--- src/rtl/mult_div_sequencer.sv ---
// -----------------------------------------------------------------------------
// mult_div_sequencer
//
// Multi-cycle signed multiply / divide unit that sits beside the single-cycle
// ALU in the execute stage. One operation is accepted in IDLE, processed one
// bit per clock (shift-add for MULT, restoring shift-subtract for DIV) on
// unsigned magnitudes, then sign-corrected and written to HI/LO in a final
// FIX cycle. The pipeline stalls while busy is high.
//
// Ports:
//   clk           in   clock, all state updates on the rising edge
//   rst           in   synchronous active-high reset, aborts any operation
//   start         in   request, only looked at in IDLE
//   alu_operation in   4'd12 = signed mult, 4'd13 = signed div, others ignored
//   operand_a     in   multiplicand / dividend (two's complement)
//   operand_b     in   multiplier / divisor (two's complement)
//   busy          out  high while an operation is in flight
//   done          out  one-cycle pulse when hi/lo carry a new result
//   div_by_zero   out  high with done when the divide had a zero divisor
//   hi            out  mult: upper product half, div: remainder
//   lo            out  mult: lower product half, div: quotient
// -----------------------------------------------------------------------------
module mult_div_sequencer #(
    parameter int WIDTH = 32
) (
    input  logic             clk,
    input  logic             rst,
    input  logic             start,
    input  logic [3:0]       alu_operation,
    input  logic [WIDTH-1:0] operand_a,
    input  logic [WIDTH-1:0] operand_b,
    output logic             busy,
    output logic             done,
    output logic             div_by_zero,
    output logic [WIDTH-1:0] hi,
    output logic [WIDTH-1:0] lo
);

    localparam logic [3:0] OP_MULT = 4'd12;
    localparam logic [3:0] OP_DIV  = 4'd13;

    localparam int CNT_W = $clog2(WIDTH + 1);
    // One spare bit on top of the 2W product so the shift-add carry is kept.
    localparam int ACC_W = 2 * WIDTH + 1;

    localparam logic [CNT_W-1:0]   CNT_INIT = CNT_W'(WIDTH);
    localparam logic [CNT_W-1:0]   CNT_ONE  = {{(CNT_W-1){1'b0}}, 1'b1};
    localparam logic [WIDTH-1:0]   ONE_W    = {{(WIDTH-1){1'b0}}, 1'b1};
    localparam logic [2*WIDTH-1:0] ONE_2W   = {{(2*WIDTH-1){1'b0}}, 1'b1};

    typedef enum logic [1:0] {
        IDLE = 2'd0,
        RUN  = 2'd1,
        FIX  = 2'd2
    } state_t;

    // Two's-complement magnitude; the most negative value maps onto itself,
    // which is the correct unsigned magnitude 2^(W-1).
    function automatic logic [WIDTH-1:0] magnitude(input logic signed [WIDTH-1:0] x);
        logic [WIDTH-1:0] u;
        u = x;
        return x[WIDTH-1] ? (~u + ONE_W) : u;
    endfunction

    function automatic logic [WIDTH-1:0] cond_neg_w(input logic [WIDTH-1:0] x,
                                                    input logic             neg);
        return neg ? (~x + ONE_W) : x;
    endfunction

    function automatic logic [2*WIDTH-1:0] cond_neg_2w(input logic [2*WIDTH-1:0] x,
                                                       input logic               neg);
        return neg ? (~x + ONE_2W) : x;
    endfunction

    // Control state
    state_t             state_q;
    logic [CNT_W-1:0]   cnt_q;
    logic               busy_q;
    logic               done_q;
    logic               dbz_q;
    logic [WIDTH-1:0]   hi_q;
    logic [WIDTH-1:0]   lo_q;

    // Operation context latched at acceptance (not reset: only meaningful
    // while an operation is in flight)
    logic                     is_div_q;
    logic                     neg_prod_q;   // product / quotient sign
    logic                     neg_rem_q;    // remainder sign (dividend sign)
    logic                     b_zero_q;
    logic signed [WIDTH-1:0]  a_raw_q;
    logic [WIDTH-1:0]         a_mag_q;
    logic [WIDTH-1:0]         b_mag_q;

    // Shared iteration register.
    //   mult: acc[2W:W] = partial product high part, acc[W-1:0] = multiplier,
    //         shifted right one bit per step so acc[0] is the current bit.
    //   div:  acc[2W-1:W] = partial remainder, acc[W-1:0] = dividend bits
    //         shifting out at the top while quotient bits enter at the bottom.
    logic [ACC_W-1:0]   acc_q;

    logic [WIDTH:0]       mul_sum_d;
    logic [WIDTH:0]       div_trial_d;
    logic [WIDTH-1:0]     div_diff_d;
    logic                 div_ge_d;
    logic [ACC_W-1:0]     acc_d;
    logic [2*WIDTH-1:0]   prod_d;
    logic [WIDTH-1:0]     quo_d;
    logic [WIDTH-1:0]     rem_d;
    logic                 op_valid_d;

    assign op_valid_d = (alu_operation == OP_MULT) || (alu_operation == OP_DIV);

    // One iteration of either algorithm on the magnitudes
    always_comb begin
        mul_sum_d   = acc_q[ACC_W-1:WIDTH] + (acc_q[0] ? {1'b0, a_mag_q} : {(WIDTH+1){1'b0}});
        div_trial_d = {acc_q[2*WIDTH-1:WIDTH], acc_q[WIDTH-1]};
        div_ge_d    = (div_trial_d >= {1'b0, b_mag_q});
        // Only used when trial >= divisor, so the difference fits in W bits.
        div_diff_d  = div_trial_d[WIDTH-1:0] - b_mag_q;

        if (is_div_q) begin
            acc_d = {1'b0,
                     (div_ge_d ? div_diff_d : div_trial_d[WIDTH-1:0]),
                     acc_q[WIDTH-2:0],
                     div_ge_d};
        end else begin
            acc_d = {1'b0, mul_sum_d, acc_q[WIDTH-1:1]};
        end
    end

    // Sign correction applied in FIX
    always_comb begin
        prod_d = cond_neg_2w(acc_q[2*WIDTH-1:0], neg_prod_q);
        quo_d  = cond_neg_w(acc_q[WIDTH-1:0], neg_prod_q);
        rem_d  = cond_neg_w(acc_q[2*WIDTH-1:WIDTH], neg_rem_q);
    end

    always_ff @(posedge clk) begin
        if (rst) begin
            state_q <= IDLE;
            cnt_q   <= '0;
            busy_q  <= 1'b0;
            done_q  <= 1'b0;
            dbz_q   <= 1'b0;
            hi_q    <= '0;
            lo_q    <= '0;
        end else begin
            done_q <= 1'b0;
            dbz_q  <= 1'b0;

            case (state_q)
                IDLE: begin
                    if (start && op_valid_d) begin
                        is_div_q   <= (alu_operation == OP_DIV);
                        neg_prod_q <= operand_a[WIDTH-1] ^ operand_b[WIDTH-1];
                        neg_rem_q  <= operand_a[WIDTH-1];
                        b_zero_q   <= (operand_b == '0);
                        a_raw_q    <= operand_a;
                        a_mag_q    <= magnitude(operand_a);
                        b_mag_q    <= magnitude(operand_b);
                        // Seed the low half with the operand that gets
                        // consumed bit by bit: multiplier or dividend.
                        acc_q      <= {{(WIDTH+1){1'b0}},
                                       (alu_operation == OP_DIV) ? magnitude(operand_a)
                                                                 : magnitude(operand_b)};
                        cnt_q      <= CNT_INIT;
                        busy_q     <= 1'b1;
                        state_q    <= RUN;
                    end
                end

                RUN: begin
                    acc_q <= acc_d;
                    cnt_q <= cnt_q - CNT_ONE;
                    if (cnt_q == CNT_ONE) begin
                        state_q <= FIX;
                    end
                end

                FIX: begin
                    if (!is_div_q) begin
                        {hi_q, lo_q} <= prod_d;
                    end else if (b_zero_q) begin
                        // Zero divisor: all-ones quotient, dividend passed
                        // through unchanged as the remainder.
                        hi_q <= a_raw_q;
                        lo_q <= '1;
                    end else begin
                        hi_q <= rem_d;
                        lo_q <= quo_d;
                    end
                    done_q  <= 1'b1;
                    dbz_q   <= is_div_q && b_zero_q;
                    busy_q  <= 1'b0;
                    state_q <= IDLE;
                end

                default: begin
                    busy_q  <= 1'b0;
                    state_q <= IDLE;
                end
            endcase
        end
    end

    assign busy        = busy_q;
    assign done        = done_q;
    assign div_by_zero = dbz_q;
    assign hi          = hi_q;
    assign lo          = lo_q;

endmodule
--- config.mk ---
export PLATFORM = sky130hd
export DESIGN_NAME = mult_div_sequencer
export DESIGN_NICKNAME = d
export VERILOG_FILES = /design/src/rtl/mult_div_sequencer.sv
export SDC_FILE = /design/constraint.sdc
export NUM_CORES = 1
export LEC_CHECK = 0
export ABC_AREA = 0
export CAP_MARGIN = 15
export CORE_MARGIN = 4
export CORE_UTILIZATION = 60
export DETAILED_ROUTE_END_ITERATION = 12
export PLACE_DENSITY = 0.83
export SETUP_SLACK_MARGIN = 0.1
export SLEW_MARGIN = 20
export SYNTH_ARGS = -nofsm -noshare
export SYNTH_HDL_FRONTEND = slang
export SYNTH_SLANG_ARGS = --single-unit
export TNS_END_PERCENT = 100
--- constraint.sdc ---
create_clock -name clk -period 13.9 [get_ports clk]
set_input_delay 1.39 -clock clk [delete_from_list [all_inputs] [get_ports clk]]
set_output_delay 1.39 -clock clk [all_outputs]
set_load 0.005 [all_outputs]
Word level (Yosys, flattened, before mapping):

Index checks and enable logic that the tools add are counted.
W data, S select, Z words.

* register bits: 240
* input port bits: 71
* output and inout port bits: 67
* word-level logic and storage cells: 75

* add/subtract/negate cells: 8
* order comparisons: 1
* eq/ne operators: 7
* muxes and demuxes: 23
* bitwise logic cells: 9
* reductions and logical operators: 12

Operators by type and width (number)
* $mux W32: 11
* $pmux W65 S2: 1
* $add A32 B1 Y32 const B: 4
* $mux W64: 2
* $not A32 Y32: 4
* $mux W65: 1
* $add A64 B1 Y64 const B: 1
* $not A64 Y64: 1
* $add A33 B32 Y33: 1
* $ge A33 B32 Y1: 1
* $logic_not A32 Y1: 1
* $sub A32 B32 Y32: 1
* $pmux W6 S2: 1
* $eq A4 B4 Y1 const B: 2
* $eq A6 B1 Y1 const B: 1
* $mux W6: 1
* $reduce_and A2 Y1: 3
* $reduce_and A3 Y1: 2
* $sub A6 B1 Y6 const B: 1
* $mux W2: 2
* $ne A2 B2 Y1 const B: 2
* $pmux W2 S2: 1
* $not A1 Y1: 3
* $eq A2 B1 Y1 const B: 1
* other kinds (9): 11

Depth between registers and ports, before layout:

Gate-level depths: netlist (run 1).

* depth after elaboration: 6
* gate-level depth with buffers: 14
* depth with buffers taken out: 13

Worst setup path before layout (run 1):

Ideal clock, no wire load.

* kind: input -> register
* start point: in alu_operation[2]
* end point: reg a_mag_q[10], enable pin
* library setup time: 0.798 ns
* arrival time: 10.984 ns
* required time: 13.102 ns
* slack: 2.117 ns
* stages on the path: 4
* buffers on the path: 0
* path through: nand2_1 > nor2_1 > nand2_1 > nor4_1

* word-level cells in the longest chain between the ends: 4
* elaborated cells on any way between the ends: 5
* classes of those cells: eq/ne (2); reduce/logical (3)

Ends and longest elaborated chain
* start: declaration: RTL line 29 `input logic [3:0] alu_operation,`
* $eq A4 B4 Y1: RTL line 111 `assign op_valid_d = (alu_operation == OP_MULT) || (alu_operation == OP_DIV);`
* $logic_or A1 B1 Y1 *: RTL line 111
* $logic_and A1 B1 Y1 *: RTL line 153 `if (start && op_valid_d) begin`
* $reduce_and A3 Y1 (no source line) *
* end signal: assignment: RTL line 159 `a_mag_q <= magnitude(operand_a);`
* end: declaration: RTL line 91 `logic [WIDTH-1:0] a_mag_q;`

Every way passes the cells marked *; elsewhere a longest branch is shown, timed or not.
A chain may end at the register's enable or synchronous reset.

Worst setup path after layout (run 1):

* start point: reg acc_q[0]
* end point: reg acc_q[56] (data pin)

* word-level cells in the longest chain between the ends: 4

Ends and longest elaborated chain
* start: declaration: RTL line 99 `logic [ACC_W-1:0] acc_q;`
* start signal: assignment: RTL line 163 `acc_q <= {{(WIDTH+1){1'b0}},`
* $mux W32: RTL line 115 `mul_sum_d = acc_q[ACC_W-1:WIDTH] + (acc_q[0] ? {1'b0, a_mag_q} : {(WIDTH+1){1'b0}});`
* $add A33 B32 Y33: RTL line 115
* $mux W64: RTL line 121 `if (is_div_q) begin`
* $pmux W65 S2: RTL line 151 `case (state_q)`

Every way passes these cells.

==> impl_metrics.json, run 1 <==
{
  "outcome": "completed",
  "cp.arrival_ps": 4980,
  "overflow": 0,
  "rsz0062_at_grt": "no",
  "area_growth_pct": 15.62,
  "syn_area_per_cell_um2": 9.013,
  "antenna_found_initial": 1,
  "p_int_mw": 1.318,
  "postCtsHoldBufs": 0,
  "ctsRootBufferMaster": "clkbuf_16",
  "synthArstFlopShare_pct": 0,
  "power_density_nw_per_um2": 91.82,
  "pwr-share-clk_pct": 44.9,
  "synth_cell_types": 71,
  "synth-edff-count": 162,
  "seqPwrFrac_pct": 44.3,
  "core_um2": 27100,
  "critPathRequiredTime_ps": 14220,
  "drtPass1Iterations": 7,
  "cts_tree": "yes",
  "max_freq_ghz": 0.2143,
  "synth_compound_area_share_pct": 19.78,
  "synth.area.mux_share_pct": 5.099,
  "layout.nets": 2062,
  "drt_wl_total_um": 50500,
  "viasPerCell": 6.407,
  "worstHoldPathType": "register to register",
  "portBuffers": 137,
  "final_layout_size_suffix_gt1_share_pct": 6.904,
  "grt_pass1_wl_um": 77400,
  "pwr-share-comb_pct": 10.7,
  "maxCapViolCount": 0,
  "path_clk_slew_ps": 60,
  "path_max_fanout": 35,
  "yosysSeqAreaShare_pct": 38.26,
  "hold_violations": 0,
  "ys_top_cells_by_count": "176 x nand2_1, 162 x edfxtp_1, 135 x nor2_1",
  "rr_worst_depth": 12,
  "r2r_slack_ps": 9230,
  "fin_crit_ps": 4665,
  "grt_max_degree": 100,
  "switching_share_pct": 25.38,
  "finalSetupViolCount": 0,
  "die_w_um": 174.5,
  "finalCritPeriodShare_pct": 33.56,
  "htreeDepth": 1,
  "synthAdderAreaFrac_pct": 5.505,
  "peakVddDrop_uv": 107.3,
  "final_core_util_pct": 70.98,
  "max_slew_margin_pct": 24.59,
  "finalNonFillerCells": 2313,
  "synthSimpleGateAreaFrac_pct": 16.99,
  "synth_top_family_by_area": "compound AO/OA/AOI/OAI gates",
  "synth.area.top_cells": "edfxtp_1 29%, dfxtp_1 9.0%, xnor2_1 6.9%, ha_1 5.3%, mux2i_1 4.2%",
  "final.fill_count": 2055,
  "synthCells": 1846,
  "cts_resized": 0,
  "ant_nets": 0,
  "clk_latency_ps": 560,
  "regArea_um2": 6366,
  "post-cts-setup-buffers": 0,
  "reg2reg_from": "acc_q[0]$_DFFE_PP_",
  "fin_tns_setup_ps": 0,
  "synth.top_cell.area_share_pct": 29.24,
  "finClkSkew_ps": 12.26,
  "place.gp.congestion": 0.9271,
  "multi_input_area_um2": 9633,
  "crit_end": "acc_q[56]$_SDFFCE_PN0P_",
  "dp.cells": 2261,
  "clockBufferDepth": 3,
  "syn_nets": 1989,
  "leakage_nw": 7.273,
  "cp-end-kind": "register",
  "yosysTopAreaCell": "edfxtp_1",
  "tightestPinTransition_ps": 1131,
  "r2r_end": "acc_q[56]$_SDFFCE_PN0P_",
  "die_area_um2": 30460,
  "antennaDiodeCount": 0,
  "cp-start-kind": "register",
  "synthFlopType": "edfxtp_1",
  "grt_pass1_vias": 13759,
  "track_usage_pct": 31.73,
  "netlist_area_um2": 16640,
  "cts.sinks": 237,
  "drt_iter0_drc": 1828,
  "setup.worst_path.start": "acc_q[0]$_DFFE_PP_",
  "routedWlPerCell_um": 21.83,
  "power.total_mw": 1.766,
  "cts_buffers": 28,
  "die_h_um": 174.5,
  "dp_hpwl_um": 36510,
  "yosys_warnings": 0,
  "worstSetupPathType": "register to register",
  "fp-row-count": 60,
  "post-route-drc-count": 0,
  "start_util_pct": 61.39,
  "num_vias": 14819,
  "synth.most_common_cell": "nand2_1",
  "synth_xor_area_share_pct": 10.32,
  "io_pins": 138,
  "synth_seq_cells": 237,
  "slew_violations": 0,
  "p_sw_mw": 0.4483
}
## stage by stage
| step | worst slack [ps] | hold slack [ps] | cell area [µm²] |
|---|---|---|---|
| after CTS | 9302 | 449.3 | 19240 |
| after global placement | 8972 | 435.0 | 18210 |
| final | 9235 | 446.6 | 19240 |
| after global routing | 8905 | 460.9 | 19240 |
| after floorplan | 2117 | 438.8 | 16640 |
| after detailed placement | 8849 | 440.0 | 18210 |
## layout by cell type (no fill, tap or decap), drive strengths merged, types with 28 or more instances in the layout
| cell | synthesis | routed |
|---|---|---|
| a21o | 30 | 30 |
| edfxtp | 162 | 162 |
| or3 | 28 | 28 |
| nand2 | 176 | 176 |
| o211ai | 54 | 54 |
| o21ai | 136 | 136 |
| a21oi | 114 | 114 |
| a211oi | 52 | 52 |
| and2 | 37 | 37 |
| xor2 | 65 | 65 |
| o31ai | 36 | 36 |
| clkbuf | 100 | 35 |
| nor3 | 33 | 33 |
| xnor2 | 131 | 131 |
| clkdlybuf4s50 | 0 | 136 |
| inv | 67 | 71 |
| ha | 70 | 70 |
| dfxtp | 75 | 75 |
| nand3 | 29 | 29 |
| nor2 | 135 | 135 |
| mux2i | 69 | 69 |
## cell families (layout without fill, tap and decap cells)
family | count (synthesis) | after routing
adder cells (fa/ha/maj) | 72 | 72
AO/OA/AOI/OAI | 507 | 507
flip-flops | 237 | 237
buffers and inverters | 178 | 273
multiplexers | 83 | 83
XOR/XNOR | 196 | 196
AND/OR/NAND/NOR | 573 | 573
## flip-flops by register name, summed over array words and instances (netlist names)
signal	count
a_mag_q	31
a_raw_q	31
acc_q	64
b_mag_q	32
b_zero_q	1
busy	1
cnt_q	6
div_by_zero	1
done	1
hi	32
is_div_q	1
lo	32
neg_prod_q	1
neg_rem_q	1
state_q	2
## cell type report
cell class	count	area share, %
Inverter	67	1.307
Multi-Input combinational cell	1431	50.07
Clock inverter	17	1.015
Tap cell	372	2.420
Sequential cell	237	33.09
Clock buffer	35	4.325
Timing Repair Buffer	154	7.766
## worst min path at each step
stage	startpoint	end	slack, ps	cells past startpoint
4_1_cts	hi[2]$_SDFFE_PP0P_	hi[2]$_SDFFE_PP0P_	450	2
5_1_grt	hi[2]$_SDFFE_PP0P_	hi[2]$_SDFFE_PP0P_	460	2
3_5_place_dp	hi[2]$_SDFFE_PP0P_	hi[2]$_SDFFE_PP0P_	440	2
6_report	hi[26]$_SDFFE_PP0P_	hi[26]$_SDFFE_PP0P_	450	2
3_3_place_gp	hi[26]$_SDFFE_PP0P_	hi[26]$_SDFFE_PP0P_	430	2
2_1_floorplan	hi[26]$_SDFFE_PP0P_	hi[26]$_SDFFE_PP0P_	440	2
## power by group through the flow
stage / Clock (mW) / Sequential (mW) / Combinational [mW]
floorplan: 0 / 0.792 / 0.120
global placement: 0 / 0.797 / 0.179
detailed placement: 0 / 0.797 / 0.184
CTS: 0.797 / 0.782 / 0.186
global route: 0.830 / 0.784 / 0.205
finish: 0.794 / 0.783 / 0.190
## metal layers
| layer | GRT usage [%] | wire length (µm) | vias to the layer above |
|---|---|---|---|
| met2 | 49.26 | 22250 | 832 |
| li1 | - | - | 6890 |
| met3 | 4.828 | 5274 | 103 |
| met5 | 0 | 0 | - |
| met1 | 47.17 | 21920 | 6994 |
| met4 | 7.201 | 1055 | 0 |
## critical path: stages, from the launching register on
cell and delay (ps):
edfxtp_1 1030, and2_1 290, ha_1 270, a211oi_1 370, o211a_1 270, nor4_1 110, o41a_1 460, o31ai_1 410
o21ai_0 360, a31o_2 360, a21oi_1 190, xnor2_1 100, o211a_1 200
No activity file was read; power rests on OpenSTA's default activity.
==> inputs of run 2 (changes only) <==
==> constraint.sdc (replaced) <==
create_clock -name clk -period 4.64 [get_ports clk]
set_input_delay 0.464 -clock clk [delete_from_list [all_inputs] [get_ports clk]]
set_output_delay 0.464 -clock clk [all_outputs]
set_load 0.005 [all_outputs]
==> run 2 against run 1 <==
Net effect:
- first-iteration DRC count fell by 1.5%
- final cell count rose by 0.91%
- design area rose by 0.24%
- routed wire length fell by 0.90%
- clock-buffer cell count rose by 5
- worst hold slack got worse by 180 ps
- worst setup slack got worse by 8600 ps
- die area did not move
- critical path type unchanged
- critical endpoint is now acc_q[62]$_SDFFCE_PN0P_
- largest cell class unchanged
- highest routed layer is now met5
==> impl_metrics.json, run 2 (synthesis gave the netlist of run 1 again) <==
{
  "outcome": "completed",
  "rsz0062_at_grt": "no",
  "final.fill_count": 2051,
  "slew_violations": 0,
  "overflow": 0,
  "finalCritPeriodShare_pct": 86.07,
  "antenna_found_initial": 1,
  "reg2reg_from": "acc_q[0]$_DFFE_PP_",
  "layout_commonest_cell": "nand2_1",
  "die_area_um2": 30460,
  "maxCapViolCount": 0,
  "cp-start-kind": "register",
  "cp-end-kind": "register",
  "grt_max_degree": 150,
  "drtPass1Iterations": 6,
  "clockBufferDepth": 3,
  "cts_buffers": 27,
  "path_max_fanout": 12,
  "r2r_slack_ps": 650,
  "holdWs_ps": 266.7,
  "area_growth_pct": 15.90,
  "largest-register": "acc_q",
  "fp-row-count": 60,
  "ant_nets": 0,
  "layout_common_cells": "176 x nand2_1, 162 x edfxtp_1, 136 x clkdlybuf4s50_1",
  "drt_wl_total_um": 50050,
  "final_core_util_pct": 71.15,
  "fin_tns_setup_ps": 0,
  "dp_hpwl_um": 36860,
  "crit_end": "acc_q[62]$_SDFFCE_PN0P_",
  "place.gp.congestion": 0.9927,
  "htreeDepth": 1,
  "portBuffers": 137,
  "post-route-drc-count": 0,
  "die_h_um": 174.5,
  "tightestPinTransition_ps": 1192,
  "viasPerCell": 6.369,
  "routedWlPerCell_um": 21.44,
  "layout.nets": 2083,
  "cts_tree": "yes",
  "clk_latency_ps": 550,
  "grt_pass1_vias": 13976,
  "worstHoldPathType": "input pin to register",
  "setup.worst_path.start": "acc_q[0]$_DFFE_PP_",
  "post-cts-setup-buffers": 0,
  "cts.sinks": 237,
  "hold_violations": 0,
  "die_w_um": 174.5,
  "max_slew_margin_pct": 20.55,
  "cp.arrival_ps": 4260,
  "worstSetupPathType": "register to register",
  "track_usage_pct": 31.65,
  "finalSetupViolCount": 0,
  "ctsRootBufferMaster": "clkbuf_16",
  "fin_crit_ps": 3994,
  "finClkSkew_ps": 11.34,
  "leakage_nw": 7.311,
  "grt_pass1_wl_um": 77490,
  "io_pins": 138,
  "cts_resized": 0,
  "r2r_end": "acc_q[62]$_SDFFCE_PN0P_",
  "rr_worst_depth": 12,
  "start_util_pct": 61.39,
  "final_layout_size_suffix_gt1_share_pct": 7.292,
  "num_vias": 14866,
  "peakVddDrop_uv": 290.0,
  "path_clk_slew_ps": 60,
  "power_density_nw_per_um2": 258.1,
  "drt_iter0_drc": 1800,
  "max_freq_ghz": 0.2504,
  "postCtsHoldBufs": 0,
  "largest_reg_flops": 64,
  "core_um2": 27100,
  "critPathRequiredTime_ps": 4910
}
-- run 2: cell count changes in the layout (fill, tap and decap cells not counted), moves of 2 or more --
| cell | change |
|---|---|
| clkbuf_1 | +8 |
| clkbuf_8 | +2 |
| clkinvlp_4 | -3 |
| clkinv_1 | +3 |
| buf_12 | +4 |
| clkinv_4 | -3 |
| clkbuf_16 | -5 |
| buf_4 | +18 |
-- run 2: worst max-delay path, stage by stage (launching register included) --
cell and delay [ps]:
edfxtp_1 550, and2_1 220, ha_1 340, o211ai_1 120, o211a_1 250, nor4_1 540
o41a_1 300, o31ai_1 120, o21ai_0 540, nand4_1 190, a21oi_1 190, mux2i_1 210
o311ai_0 140
-- run 2: layer usage --
layer / routed length [µm] / share of wire (%) / vias to the layer above / global-route usage, %
li1: - / - / 6934 / -
met1: 21750 / 43 / 7071 / 46.13
met2: 22010 / 44 / 779 / 48.40
met3: 5118 / 10 / 80 / 6.351
met4: 1155 / 2.3 / 2 / 8.478
met5: 13 / 0.026 / - / 0
-- run 2: worst min path at each step --
stage	endpoint	slack (ps)	cells past startpoint	start
after global routing	cnt_q[1]$_SDFFE_PP0P_	290	2	rst
after detailed placement	hi[23]$_SDFFE_PP0P_	450	2	hi[23]$_SDFFE_PP0P_
final	cnt_q[1]$_SDFFE_PP0P_	270	2	rst
after floorplan	hi[26]$_SDFFE_PP0P_	440	2	hi[26]$_SDFFE_PP0P_
after CTS	cnt_q[1]$_SDFFE_PP0P_	250	2	rst
after global placement	hi[26]$_SDFFE_PP0P_	440	2	hi[26]$_SDFFE_PP0P_
-- run 2: cell type report --
class / count / area (µm²) / area share (%)
Antenna cell: 1 / 2.502 / 0.01298
Clock buffer: 40 / 764.5 / 3.964
Clock inverter: 10 / 76.32 / 0.3958
Inverter: 67 / 251.5 / 1.304
Multi-Input combinational cell: 1431 / 9648 / 50.03
Sequential cell: 237 / 6366 / 33.01
Tap cell: 372 / 465.4 / 2.414
Timing Repair Buffer: 176 / 1709 / 8.863
-- run 2: power by group --
group          internal [mW]  leakage (nW)  switching, mW
clock network           1.19         0.409          0.860
logic                  0.246          4.83          0.339
registers               2.30          2.07         0.0385
total                   3.74          7.31           1.24
-- run 2: per-stage QoR --
stage / instances / setup WS, ps / cell area (µm²) / total power, mW
2_1_floorplan: 1846 / 298.8 / 16660 / 2.729
3_3_place_gp: 2283 / 636.2 / 18440 / 2.939
3_5_place_dp: 2283 / 587.2 / 18440 / 2.952
4_1_cts: 2333 / 733.7 / 19280 / 4.979
5_1_grt: 2333 / 490.2 / 19280 / 5.136
6_report: 2334 / 646.3 / 19280 / 4.976
==> inputs of run 3 (changes only) <==
--- a/config.mk
+++ b/config.mk
@@ -10,7 +10,7 @@
 export CORE_MARGIN = 4
 export CORE_UTILIZATION = 60
 export DETAILED_ROUTE_END_ITERATION = 12
-export PLACE_DENSITY = 0.83
+export PLACE_DENSITY = 0.82
 export SETUP_SLACK_MARGIN = 0.1
 export SLEW_MARGIN = 20
 export SYNTH_ARGS = -nofsm -noshare
==> run 3 against run 2 <==
Net effect:
- non-clock buffer count decreased by 4
- combinational power is 0.9% lower
- largest power group unchanged
- critical endpoint unchanged
- core utilization is 0.065 points lower
- maximum frequency down 1.4%
- final cell count down 0.26%
- sequential power about the same
- critical path depth down 1
- clock power up 6%
- routed wire length shrank 1.8%
- sequential share of layout area hardly changed
- via count shrank 1.0%
- sequential cell count unchanged
- critical path type unchanged
==> impl_metrics.json, run 3 (synthesis gave the netlist of run 1 again) <==
{
  "outcome": "completed",
  "drtPass1Iterations": 5,
  "antennaDiodeCount": 0,
  "path_max_fanout": 13,
  "viasPerCell": 6.321,
  "hold_depth": 2,
  "hold_violations": 0,
  "reg2reg_from": "acc_q[34]$_SDFFCE_PN0P_",
  "place.gp.congestion": 0.9469,
  "pwr-share-comb_pct": 11.4,
  "post-route-drc-count": 0,
  "slew_violations": 0,
  "pwr-share-clk_pct": 42.7,
  "drt_iter0_drc": 1592,
  "ctsRootBufferMaster": "clkbuf_16",
  "maxCapViolCount": 0,
  "htreeDepth": 1,
  "p_int_mw": 3.798,
  "cts_buffers": 27,
  "rsz0062_at_grt": "no",
  "worstHoldPathType": "register to register",
  "postCtsHoldBufs": 0,
  "layout_common_cells": "176 x nand2_1, 162 x edfxtp_1, 135 x nor2_1, 135 x clkdlybuf4s50_1, 131 x xnor2_1",
  "largest-register": "acc_q",
  "dp_slack_ps": 448.0,
  "rr_worst_depth": 11,
  "clk_latency_ps": 560,
  "area_growth_pct": 15.79,
  "core_um2": 27100,
  "worst_slack_ps": 588.8,
  "seqPwrFrac_pct": 46.0,
  "cts_tree": "yes",
  "path_clk_slew_ps": 70,
  "finClkSkew_ps": 17.35,
  "slowest_delay_ps": 610,
  "critPathTopFamily": "compound AO/OA/AOI/OAI gates",
  "grt_max_degree": 82,
  "fin_crit_ps": 4051,
  "critPathRequiredTime_ps": 4910,
  "worstSetupPathType": "register to register",
  "die_w_um": 174.5,
  "p_sw_mw": 1.294,
  "max_freq_ghz": 0.2468,
  "finalSetupViolCount": 0,
  "worstHoldStart": "hi[2]$_SDFFE_PP0P_",
  "tightestPinTransition_ps": 955.8,
  "track_usage_pct": 31.24,
  "start_util_pct": 61.39,
  "r2r_slack_ps": 590,
  "num_vias": 14716,
  "grt_pass1_wl_um": 77340,
  "cp_cell_sequence": "ha_1 -> o211ai_1 -> o211a_1 -> nor4_1 -> o41a_1 -> o31ai_1 -> o21ai_0 -> nand4_1 -> a21oi_1 -> mux2i_1 -> o311ai_0",
  "cts_resized": 0,
  "clockBufferDepth": 3,
  "cp-start-kind": "register",
  "max_slew_margin_pct": 35.99,
  "min_to": "hi[2]$_SDFFE_PP0P_",
  "routedWlPerCell_um": 21.11,
  "dp_hpwl_um": 36440,
  "crit_buf_inv": 0,
  "cp.arrival_ps": 4320,
  "die_area_um2": 30460,
  "cts.sinks": 237,
  "grt_pass1_vias": 13892,
  "drt_wl_total_um": 49150,
  "fp-row-count": 60,
  "ant_nets": 0,
  "largest_reg_flops": 64,
  "antenna_found_initial": 0,
  "finalCritPeriodShare_pct": 87.31,
  "r2r_end": "acc_q[62]$_SDFFCE_PN0P_",
  "cp_slowest_cell": "edfxtp_1",
  "leakage_nw": 7.319,
  "portBuffers": 137,
  "cp-end-kind": "register",
  "final_layout_size_suffix_gt1_share_pct": 7.515,
  "peakVddDrop_uv": 260.2,
  "overflow": 0,
  "die_h_um": 174.5,
  "post-cts-setup-buffers": 0,
  "fin_tns_setup_ps": 0,
  "layout.nets": 2079,
  "power_density_nw_per_um2": 264.3,
  "layout_commonest_cell": "nand2_1",
  "switching_share_pct": 25.41,
  "io_pins": 138
}
-- run 3: cell type report --
type                       instances  area [µm²]
multi-input combinational       1431        9648
tap                              372       465.4
sequential                       237        6366
timing repair buffer             172        1644
fill                            2080        7835
clock buffer                      33       739.5
inverter                          67       251.5
clock inverter                    16       151.4
-- run 3: worst max path at each step --
stage	startpoint	to	slack, ps	cells after the start
2_1_floorplan	alu_operation[2]	a_mag_q[10]$_DFFE_PP_	300	4
3_3_place_gp	operand_a[3]	acc_q[29]$_DFFE_PP_	590	10
3_5_place_dp	operand_a[3]	acc_q[25]$_DFFE_PP_	450	10
4_1_cts	acc_q[0]$_DFFE_PP_	acc_q[62]$_SDFFCE_PN0P_	660	12
5_1_grt	acc_q[0]$_DFFE_PP_	acc_q[62]$_SDFFCE_PN0P_	350	12
6_report	acc_q[34]$_SDFFCE_PN0P_	acc_q[62]$_SDFFCE_PN0P_	590	11
-- run 3: worst register-to-register path, cell delays in order (launching register included) --
cell,delay (ps)
edfxtp_1,610
ha_1,460
o211ai_1,120
o211a_1,250
nor4_1,580
o41a_1,320
o31ai_1,120
o21ai_0,560
nand4_1,180
a21oi_1,190
mux2i_1,240
o311ai_0,150
-- run 3: metrics by stage --
step | util, % | total power [mW] | cells | area, µm² | hold WS [ps]
finish | 71.09 | 5.092 | 2328 | 19270 | 449.4
global route | 71.09 | 5.248 | 2328 | 19270 | 469.8
CTS | 71.05 | 5.096 | 2327 | 19260 | 446.9
detailed placement | 67.77 | 2.946 | 2278 | 18370 | 438.1
global placement | 67.77 | 2.935 | 2278 | 18370 | 435.0
floorplan | - | 2.729 | 1846 | 16660 | 438.8
-- run 3: routing by layer --
metal  share of wire [%]  GRT usage, %  routed length (µm)
met1                  43         46.87               21350
met4                 2.2         7.169                1078
met3                 9.8         4.132                4806
met2                  45         48.40               21910
met5                   0             0                   0
-- run 3: power by group through the flow --
stage / registers, mW / clock network, mW / logic, mW
final: 2.34 / 2.17 / 0.580
after global routing: 2.34 / 2.28 / 0.628
after CTS: 2.34 / 2.19 / 0.570
after detailed placement: 2.38 / 0 / 0.562
after global placement: 2.38 / 0 / 0.552
after floorplan: 2.37 / 0 / 0.360
